==> config.mk <==
export PLATFORM = sky130hd
export DESIGN_NAME = fetch_unit
export DESIGN_NICKNAME = d
export VERILOG_FILES = /design/src/rtl/fetch_unit.sv
export SDC_FILE = /design/constraint.sdc
export NUM_CORES = 1
export LEC_CHECK = 0
export BUFFER_PORTS_ARGS = -buffer_cell sky130_fd_sc_hd__buf_2
export CELL_PAD_IN_SITES_DETAIL_PLACEMENT = 2
export CELL_PAD_IN_SITES_GLOBAL_PLACEMENT = 2
export CORE_ASPECT_RATIO = 0.9
export CORE_MARGIN = 2
export CORE_UTILIZATION = 30
export CTS_CLUSTER_SIZE = 12
export DETAILED_ROUTE_END_ITERATION = 16
export PLACE_DENSITY = 0.8
export SLEW_MARGIN = 15
export SYNTH_ARGS = -nofsm -noshare
export SYNTH_HDL_FRONTEND = slang
export SYNTH_SLANG_ARGS = --single-unit
export TNS_END_PERCENT = 10
==> constraint.sdc <==
create_clock -name clk -period 3.9 [get_ports clk]
set_clock_uncertainty 0.1 [all_clocks]
set_input_delay 0.195 -clock clk [delete_from_list [all_inputs] [get_ports clk]]
set_output_delay 0.195 -clock clk [all_outputs]
set_load 0.02 [all_outputs]
==> src/rtl/fetch_unit.sv <==
// Instruction fetch: walks a word-aligned PC, keeps at most one memory request
// in flight and hands each returned word to decode through a valid/ready register.
module fetch_unit #(
    parameter logic [31:0] RESET_PC = 32'h0000_0000
) (
    input  logic        clk,
    input  logic        rst,
    output logic        imem_req_valid,
    input  logic        imem_req_ready,
    output logic [31:0] imem_req_addr,
    input  logic        imem_rsp_valid,
    input  logic [31:0] imem_rsp_data,
    input  logic        redirect_valid,
    input  logic [31:0] redirect_pc,
    output logic        id_valid,
    input  logic        id_ready,
    output logic [31:0] id_instr,
    output logic [31:0] id_pc
);

    typedef enum logic [1:0] {
        S_REQ,
        S_WAIT,
        S_DROP
    } state_t;

    state_t      state;
    state_t      state_next;
    logic [29:0] pc_word;
    logic [29:0] pc_next;
    logic [29:0] req_word;
    logic        req_fire;
    logic        id_fire;
    logic        load_id;
    logic        unused_redirect_low;

    // The PC is stored as a word index so its two low bits cannot become non-zero.
    assign imem_req_valid      = (state == S_REQ) && !id_valid && !rst;
    assign imem_req_addr       = {pc_word, 2'b00};
    assign req_fire            = imem_req_valid && imem_req_ready;
    assign id_fire             = id_valid && id_ready;
    assign load_id             = (state == S_WAIT) && imem_rsp_valid && !redirect_valid;
    assign unused_redirect_low = ^redirect_pc[1:0];

    always_comb begin
        state_next = state;
        pc_next    = pc_word;
        case (state)
            S_REQ: begin
                if (req_fire) begin
                    state_next = redirect_valid ? S_DROP : S_WAIT;
                end
            end
            S_WAIT: begin
                if (imem_rsp_valid) begin
                    state_next = S_REQ;
                end else if (redirect_valid) begin
                    state_next = S_DROP;
                end
            end
            S_DROP: begin
                // A response landing with a redirect still retires the doomed request.
                if (imem_rsp_valid) begin
                    state_next = S_REQ;
                end
            end
            default: state_next = S_REQ;
        endcase

        if (redirect_valid) begin
            pc_next = redirect_pc[31:2];
        end else if (req_fire) begin
            pc_next = pc_word + 30'd1;
        end
    end

    always_ff @(posedge clk or posedge rst) begin
        if (rst) begin
            state    <= S_REQ;
            pc_word  <= RESET_PC[31:2];
            req_word <= '0;
        end else begin
            state   <= state_next;
            pc_word <= pc_next;
            if (req_fire) begin
                req_word <= pc_word;
            end
        end
    end

    // Decode register: a redirect flushes it, a live response loads it.
    always_ff @(posedge clk or posedge rst) begin
        if (rst) begin
            id_valid <= 1'b0;
            id_instr <= '0;
            id_pc    <= '0;
        end else begin
            if (redirect_valid) begin
                id_valid <= 1'b0;
            end else if (load_id) begin
                id_valid <= 1'b1;
            end else if (id_fire) begin
                id_valid <= 1'b0;
            end
            if (load_id) begin
                id_instr <= imem_rsp_data;
                id_pc    <= {req_word, 2'b00};
            end
        end
    end

endmodule

======== Yosys cells after proc, flatten, opt, wreduce, memory -nomap -nowiden ========
Cells that the tools add are included.
storage, ports and cells
  logic and storage cells ................. 36
  output and inout bits ................... 98
  input bits .............................. 70
  bits in registers ....................... 125
cells by class
  $add $sub $neg .......................... 1
  multiplexer cells ....................... 11
  eq/ne operators ......................... 5
  reduce and logical (&&, ||, !) cells .... 13
operators with widths
  operator                                                                count
  30-bit two-way mux                                                      2
  30-bit by 1-bit adder with 30-bit output (second input constant)        1
  2-bit two-way mux                                                       5
  1-bit logical AND                                                       6
  2-bit one-hot mux with 3 select lines                                   1
  2-bit inequality test (second input constant)                           2
  1-bit zero test                                                         3
  1-bit two-way mux                                                       3
  3-bit inequality test (second input constant)                           1
  3-bit AND reduction                                                     1
  3-bit nonzero test                                                      1
  2-bit by 1-bit equality test with 1-bit output (second input constant)  1
  2-bit equality test (second input constant)                             1
  2-bit zero test                                                         1
  2-bit nonzero test                                                      1

======== Depth between registers and ports, before layout ========
Gate-level depths: netlist (run 1).
  word-level depth ........................ 6
  mapped depth ............................ 6
  gate-level depth less buffers ........... 5

======== Worst setup path after synthesis (run 1) ========
No wires, ideal clock.
  path type ............................... flip-flop to flip-flop
  start ................................... register pc_word[0]
  end ..................................... register pc_word[10]
  clock period less this slack ............ 1.929 ns
  data required time ...................... 3.731 ns
  path buffers ............................ 1
  setup time .............................. 0.069 ns
  path slack .............................. 1.971 ns
  data arrival time ....................... 1.760 ns
  stages on the path, launching flop included .. 7
  cell sequence ........................... dfrtp_1 -> ha_1 -> and2_1 -> nand4_2 -> buf_6 -> or4_1 -> nand3_1
between the ends
  longest elaborated chain between the ends .. 3
ends and longest elaborated chain
  item                                      RTL line  RTL
  from (decl)                               29        logic [29:0] pc_word;
  from (signal assigned)                    80        pc_word <= RESET_PC[31:2];
  from (signal assigned)                    84        pc_word <= pc_next;
  30-bit by 1-bit adder with 30-bit output  73        pc_next = pc_word + 30'd1;
  30-bit two-way mux                        72        end else if (req_fire) begin
  30-bit two-way mux                        70        if (redirect_valid) begin
No other way between the ends. The select of a mux whose other input is x is not followed.
A chain may end at the register's enable or synchronous reset.

======== Final worst setup path (run 1) ========
  start ................................... register state[1]
  end ..................................... register id_instr[18]
between the ends
  longest elaborated chain between the ends .. 3
ends and longest elaborated chain
  item                                            RTL line  RTL
  from (decl)                                     27        state_t state;
  from (signal assigned)                          83        state <= state_next;
  2-bit by 1-bit equality test with 1-bit output  42        assign load_id = (state == S_WAIT) && imem_rsp_valid && !redirect_valid;
  1-bit logical AND (2 in a row)                  42
  to (signal assigned)                            106       id_instr <= imem_rsp_data;
  to (decl)                                       17        output logic [31:0] id_instr,
No other way between the ends.

==> impl_summary.log, run 1 <==
INFO  metric run_status = complete, but fails checks
INFO  metric synth.top_cell.area_share = 0.5597
INFO  metric timing.final.hold_violations = 51
INFO  metric failed_checks = negative hold slack
INFO  metric timing_worst_setup_path_type = register to register
INFO  metric layout.area.seq = 0.003128 mm2
INFO  metric max_cap_violations = 0
INFO  metric floorplan.initialDensity = 0.3046
INFO  metric post-cts-setup-buffer-count = 0
INFO  metric cts_htree_levels = 4
INFO  metric wl = 18,660 um
INFO  metric yosys_most_used_dff = dfrtp_1
INFO  metric globalRoute.totalOverflow = 0
INFO  metric synth_area_per_cell = ~12 um2
INFO  metric cts-root-to-sink-buffers = 2
INFO  metric final.min_clock_period = 2.523 ns
INFO  metric finalWeightedCongestion = 0.7820
INFO  metric min_period_over_period = 0.6469
INFO  metric cts_resized = 0
INFO  metric root_buffer = clkbuf_16
INFO  metric worstSetupEndpointType = register
INFO  metric biggest_fanout_along_the_worst_timing_path = 37
INFO  metric wire_per_inst = around 20 um
INFO  metric required = 4.10 ns
INFO  metric routed-via-count = 4,623
INFO  metric report.final.slew_viol_count = 0
INFO  metric top_level_ports = about 170
INFO  metric grt_antenna_before_repair = 2
INFO  metric area_growth_syn_to_layout = 38.28%
INFO  metric die_w = around 150 um
INFO  metric rows = 47
INFO  metric detail_route.drc_violations = 0
INFO  metric tritoncts_clock_tree = built
INFO  metric core_region_area = 0.01835 mm2
INFO  metric synthesis.area = 0.005589 mm2
INFO  metric layout-drive-gt1-share = 0.4407
INFO  metric final.setup.tns = 0 ns
INFO  metric number_of_design_rule_violations_left_by_the_first_detailed_router_iteration = 184
INFO  metric holdCritPathClass = input port to async pin
INFO  metric edff_count_synth = 0
INFO  metric cellLeakagePower = 3.589 nW
INFO  metric seq_area_frac_synth = 0.5597
INFO  metric numClockSinks = 125
INFO  metric netlist_instances = ~450
INFO  metric max_freq = between 0.3 and 0.4 GHz
INFO  metric grt_use_total = 0.1989
INFO  metric synth_largest_area_cell = dfrtp_1
INFO  metric first_global_vias = 5,258
INFO  metric multi_input_comb_area = 0.002277 mm2
INFO  metric setup_repair_after_global_routing_missed_its_margin = false
INFO  metric die_extent_in_y = 133.5 um
INFO  metric cts_buffers = 17
INFO  metric grt_first_pass_wirelength = 30,170 um
INFO  metric synth_warnings = 0
INFO  metric drt-pass1-iter-count = 4
INFO  metric cp_data_arrival_time = 2.72 ns
INFO  metric worstSkewPairLatency = approximately 0.42 ns
INFO  metric postSynthRegisterBits = 125
INFO  metric top_area_cells_in_the_synthesized_netlist = dfrtp_1, mux2_2, nand2_1, nand4_1, o21ai_0
INFO  metric die-area = 0.01974 mm2
INFO  metric n_fill_cell = 1,942
INFO  metric tightestPinTransition = 1.072 ns
INFO  metric setup.worst_path.start_class = register
INFO  metric asyncSetResetFlopFracSynth = 1.000
INFO  metric io_buffers = 161
INFO  metric detailed_place_hpwl = 11,920 um
INFO  metric clk_pin_slew = 0.06 ns
INFO  metric largest_net_degree_at_the_start_of_global_routing = 80
INFO  metric max-vdd-ir-drop = 0.3346 mV
INFO  metric routed_via_density = slightly below 5
INFO  metric ant_nets = 0
INFO  metric p_per_area = 628.5 mW/mm2
INFO  metric finish.net_count = 741
INFO  metric total_power = between 4 and 5 mW
INFO  metric timing.max_slew.rel_slack = 0.2811
INFO  metric worst_hold_slack = -0.02544 ns
INFO  metric synth.lib_cells_used.distinct = 55
INFO  metric setup-violations-final = 0
[critical path: stages, from the launching register on]
cell	delay [ns]
dfrtp_1	0.45
nor2_1	0.16
and3_2	0.68
buf_4	0.55
mux2_2	0.41
[power by group]
group	total, mW	switching (mW)	internal [mW]
sequential	1.98	0.265	1.71
clock	1.46	0.637	0.818
combinational	1.43	0.818	0.608
[cell usage after synthesis (2+ instances only)]
library cell  instances
or3_1                 4
nand4_1              15
a22oi_1               2
nand3_1              13
o31ai_1               4
nand2_1              37
buf_4                 8
nor2_1               15
xor2_1                4
mux2_2               87
o41ai_1               2
inv_1                 7
a31oi_1              11
clkbuf_1             10
o311ai_0              2
a21oi_1               2
dfrtp_1             125
nor4_4                2
nor4_1                5
xnor2_1               2
or4_1                 6
and3_1                5
o311ai_1              3
o221ai_1              2
buf_2                12
nand4_2               4
a31o_2                2
and2_1                7
o211ai_1              5
and4_1                7
nor3_1                3
a41oi_1               2
or2b_1                2
o21ai_0              15
[flip-flops by register name, summed over array words and instances (netlist names)]
register	flops
state	2
id_valid	1
pc_word	30
id_pc	30
id_instr	32
req_word	30
[final timing paths]
kind | end | depth (start not counted) | slack [ns] | from
hold / removal | id_pc[28]$_DFFE_PP0P_ | 2 | -0.03 | rst
hold reg to reg | req_word[11]$_DFFE_PP0P_ | 2 | 0.38 | req_word[11]$_DFFE_PP0P_
max in group asynchronous | id_pc[7]$_DFFE_PP0P_ | 3 | 2.80 | rst
setup reg to reg | id_instr[18]$_DFFE_PP0P_ | 4 | 1.38 | state[1]$_DFFE_PP0P_
setup / recovery | id_instr[18]$_DFFE_PP0P_ | 4 | 1.38 | state[1]$_DFFE_PP0P_
min in group clk | id_valid$_DFFE_PP0P_ | 3 | 0.01 | id_ready
[through the flow]
step | worst slack, ns | cells | instance area [um2] | util | hold WS (ns)
floorplan | 0.2774 | 456 | 5600 | - | 0.2046
global placement | 1.484 | 836 | 6584 | 0.3588 | 0.3090
detailed placement | 1.350 | 836 | 6584 | 0.3588 | 0.3172
CTS | 1.332 | 928 | 7724 | 0.4210 | 0.004499
global route | 1.237 | 930 | 7729 | 0.4212 | 0.02023
finish | 1.377 | 930 | 7729 | 0.4212 | -0.02544
[layout by cell type, fill, tap and decap left out, types with 6 or more instances in the layout]
| master | netlist | layout |
|---|---|---|
| dlygate4sd3_1 | 0 | 60 |
| a31oi_1 | 11 | 11 |
| and4_1 | 7 | 7 |
| nand2_1 | 37 | 37 |
| dfrtp_1 | 125 | 125 |
| nand3_1 | 13 | 13 |
| or4_1 | 6 | 6 |
| clkbuf_16 | 0 | 17 |
| o21ai_0 | 15 | 15 |
| nand4_1 | 15 | 15 |
| nor2_1 | 15 | 15 |
| buf_2 | 12 | 161 |
| and2_1 | 7 | 7 |
| mux2_2 | 87 | 87 |
[cell families (layout without fill, tap and decap cells)]
group,count (synthesis),in the layout,synth area share
xor gates and xnor gates,6,6,0.009402
AOI/OAI and AO/OA,59,59,0.07321
and+or+nand+nor,136,136,0.1446
buffers and inverters,38,265,0.03493
muxes,87,87,0.1753
DFF,125,125,0.5597
other,1,6,0.0006709
adders and majority gates,1,1,0.002238
[layout make-up]
class | instances | area share
flip-flops and latches | 125 | 0.4047
multi-input cells | 293 | 0.2946
repair buffers | 226 | 0.1868
clock buffers | 17 | 0.05504
well taps | 245 | 0.03966
clock inverters | 15 | 0.01473
inverters | 7 | 0.003723
diodes | 2 | 0.0006476
[metal layers]
layer	global-route usage	part of all wire
met1	0.2420	0.42
met2	0.3406	0.51
met3	0.05342	0.045
met4	0.07196	0.017
met5	0	0
[what timing repair did]
item                                    CTS  global route
endpoints found under the setup margin    0             0
endpoints found under the hold margin    60             0
hold buffers                             60             0
(Power assumes the default switching activity.)
==> run 2, diff against run 1 <==
--- a/config.mk
+++ b/config.mk
@@ -5,12 +5,13 @@
 export SDC_FILE = /design/constraint.sdc
 export NUM_CORES = 1
 export LEC_CHECK = 0
+export ABC_AREA = 1
 export BUFFER_PORTS_ARGS = -buffer_cell sky130_fd_sc_hd__buf_2
 export CELL_PAD_IN_SITES_DETAIL_PLACEMENT = 2
 export CELL_PAD_IN_SITES_GLOBAL_PLACEMENT = 2
 export CORE_ASPECT_RATIO = 0.9
 export CORE_MARGIN = 2
-export CORE_UTILIZATION = 30
+export CORE_UTILIZATION = 28
 export CTS_CLUSTER_SIZE = 12
 export DETAILED_ROUTE_END_ITERATION = 16
 export PLACE_DENSITY = 0.8
==> constraint.sdc (replaced) <==
create_clock -name clk -period 2 [get_ports clk]
set_clock_uncertainty 0.1 [all_clocks]
set_input_delay 0.1 -clock clk [delete_from_list [all_inputs] [get_ports clk]]
set_output_delay 0.1 -clock clk [all_outputs]
set_load 0.02 [all_outputs]
==> impl_summary.log, run 2 <==
INFO  metric finish.net_count = roughly 930
INFO  metric edff_count_synth = 0
INFO  metric finalWeightedCongestion = between 0.8 and 0.9
INFO  metric worstSetupEndpointType = register
INFO  metric cellInternalPower = 7.025 mW
INFO  metric numClockSinks = 125
INFO  metric grt_first_pass_wirelength = roughly 32,000 um
INFO  metric post-cts-setup-buffer-count = 0
INFO  metric mostFrequentLayoutCell = nand2_1
INFO  metric routed-via-count = 5,215
INFO  metric area_growth_syn_to_layout = 41.78%
INFO  metric diode_count = 0
INFO  metric multi_input_comb_area = 0.002359 mm2
INFO  metric asyncSetResetFlopFracSynth = 1.000
INFO  metric top_area_cells_in_the_synthesized_netlist = dfrtp_1, nand2_1, mux2_2, o21ai_0, mux2_4
INFO  metric largest_net_degree_at_the_start_of_global_routing = between 60 and 70
INFO  metric max_cap_violations = 0
INFO  metric n_fill_cell = 2,289
INFO  metric power.sequential.fraction = 0.379
INFO  metric synthesis.area = 0.005873 mm2
INFO  metric ant_nets = 0
INFO  metric tritoncts_clock_tree = built
INFO  metric layout.area.seq = ~0.0031 mm2
INFO  metric seq_area_frac_synth = 0.5326
INFO  metric setup_repair_after_global_routing_missed_its_margin = false
INFO  metric layout.cells.most_common_list = nand2_1, buf_2, dfrtp_1
INFO  metric cts_resized = 0
INFO  metric required = 2.20 ns
INFO  metric die-area = 0.02215 mm2
INFO  metric root_buffer = clkbuf_16
INFO  metric globalRoute.totalOverflow = 0
INFO  metric synth_largest_area_cell = dfrtp_1
INFO  metric cts_buffers = 17
INFO  metric grt_use_total = 0.1925
INFO  metric layout-drive-gt1-share = 0.3257
INFO  metric biggest_fanout_along_the_worst_timing_path = 15
INFO  metric cts.hold.buffers_added = 68
INFO  metric synth_area_per_cell = about 9.4 um2
INFO  metric grt_antenna_before_repair = 0
INFO  metric die_w = 156.7 um
INFO  metric wire_per_inst = 17.86 um
INFO  metric net_switching_power_figure = 3.900 mW
INFO  metric detailed_place_hpwl = around 14,000 um
INFO  metric yosys_most_used_dff = dfrtp_1
INFO  metric cts_htree_levels = 4
INFO  metric detail_route.drc_violations = 0
INFO  metric min_period_over_period = 0.9427
INFO  metric power.switching_fraction = 0.3570
INFO  metric top_level_ports = 168
INFO  metric floorplan.initialDensity = 0.2836
INFO  metric wl = between 20,000 and 25,000 um
INFO  metric netlist_instances = 625
INFO  metric cellLeakagePower = 4.250 nW
INFO  metric total_power = around 11 mW
INFO  metric timing.final.hold_violations = 0
INFO  metric die_extent_in_y = between 100 and 150 um
INFO  metric synth.top_cell.area_share = 0.5326
INFO  metric core_region_area = 0.02071 mm2
INFO  metric postSynthRegisterBits = between 100 and 150
INFO  metric cp_data_arrival_time = 2.09 ns
INFO  metric first_global_vias = 5,789
INFO  metric setup-violations-final = 0
INFO  metric rows = 50
INFO  metric final.min_clock_period = 1.885 ns
INFO  metric yosys.cell_count.top_type = nand2_1
INFO  metric io_buffers = 161
INFO  metric report.final.slew_viol_count = 0
INFO  metric drt-pass1-iter-count = 4
INFO  metric synth.lib_cells_used.distinct = 29
INFO  metric number_of_design_rule_violations_left_by_the_first_detailed_router_iteration = 219
INFO  metric routed_via_density = 4.492
INFO  metric cts-root-to-sink-buffers = 2
INFO  metric clkPwrFrac = 0.304
INFO  metric tightestPinTransition = 0.5373 ns
INFO  metric setup.worst_path.start_class = register
INFO  metric synth_cell_count_leaders = nand2_1, dfrtp_1, o21ai_0
INFO  metric run_status = finished clean
INFO  metric timing.max_slew.rel_slack = 0.6410
INFO  metric final.setup.tns = 0 ns
INFO  metric holdCritPathClass = input port to register
INFO  metric max-vdd-ir-drop = 0.5541 mV
INFO  metric worstSkewPairLatency = 0.42 ns
INFO  metric power.combinational.fraction = 0.317
INFO  metric synth_warnings = 0
INFO  metric clk_pin_slew = 0.06 ns
INFO  metric max_freq = around 0.53 GHz
INFO  metric regMostFlops = id_instr
INFO  metric timing_worst_setup_path_type = register to register
INFO  metric p_per_area = approximately 1300 mW/mm2
INFO  metric largest_register_ffs = 32
-- run 2: cell types whose count changed after synthesis, moves of 21 or more --
cell,previous run,this run
inv_1,7,58
mux2_2,87,37
mux2_4,0,21
nand2_1,37,172
nand3_1,13,52
nor2_1,15,37
o21ai_0,15,63
-- run 2: stage by stage --
stage / util / instances / hold WS, ns / cell area (um2) / worst slack (ns)
floorplan: - / 628 / 0.1072 / 5888 / 0.2607
global placement: 0.3383 / 1060 / 0.09949 / 7005 / 0.2744
detailed placement: 0.3383 / 1060 / 0.1085 / 7005 / 0.1960
CTS: 0.4016 / 1160 / 0.01092 / 8317 / 0.1708
global route: 0.4021 / 1161 / 0.1179 / 8327 / 0.05849
finish: 0.4021 / 1161 / 0.1062 / 8327 / 0.1147
-- run 2: power groups by stage --
stage / registers (mW) / logic, mW / clock network (mW)
6_report: 4.14 / 3.46 / 3.32
5_1_grt: 4.29 / 3.79 / 3.51
4_1_cts: 4.13 / 3.46 / 3.38
3_5_place_dp: 4.17 / 3.32 / 0
3_3_place_gp: 4.09 / 3.23 / 0
2_1_floorplan: 4.87 / 1.31 / 0
-- run 2: layout make-up --
type	count	area share
Clock buffer	18	0.05274
Clock inverter	14	0.02299
Inverter	61	0.02825
Multi-Input combinational cell	416	0.2832
Sequential cell	125	0.3757
Tap cell	286	0.04298
Timing Repair Buffer	241	0.1941
-- run 2: path summary, 6_finish.rpt --
path                                               start                        to  slack [ns]  cells after the start
worst max-delay path                state[0]$_DFFE_PP0P_      id_valid$_DFFE_PP0P_        0.11                      6
worst min-delay path                      imem_req_ready    pc_word[2]$_DFFE_PP0P_        0.11                      5
worst max register to register      state[0]$_DFFE_PP0P_      id_valid$_DFFE_PP0P_        0.11                      6
worst min register to register  req_word[18]$_DFFE_PP0P_  req_word[18]$_DFFE_PP0P_        0.38                      2
max in group asynchronous                            rst  id_instr[16]$_DFFE_PP0P_        0.88                      4
min in group asynchronous                            rst     id_pc[10]$_DFFE_PP0P_        0.20                      3
-- run 2: cells by family (layout without fill, tap and decap cells) --
family          Yosys count  count (layout)  synth area share
simple gates            281             281            0.2075
buf+inv                  87             334           0.06775
other cells               1               4         0.0006385
compound gates           68              68           0.05880
flops                   125             125            0.5326
fa+ha+maj                 1               1          0.002130
xor+xnor                  4               4          0.005966
mux                      58              58            0.1246
-- run 2: metal layers --
| layer | vias up | wire, um | GRT usage |
|---|---|---|---|
| met5 | - | 0 | 0 |
| met4 | 0 | 461 | 0.06181 |
| met3 | 31 | 1069 | 0.05345 |
| met2 | 138 | 9858 | 0.3190 |
| met1 | 2571 | 9343 | 0.2439 |
| li1 | 2475 | - | - |
-- run 2: critical path, cell delays in order (launching register included) --
cell           delay, ns
dfrtp_1             0.45
inv_2               0.13
nor2_4              0.05
nand3_4             0.08
buf_4               0.23
o21ai_0             0.13
dlygate4sd3_1       0.59
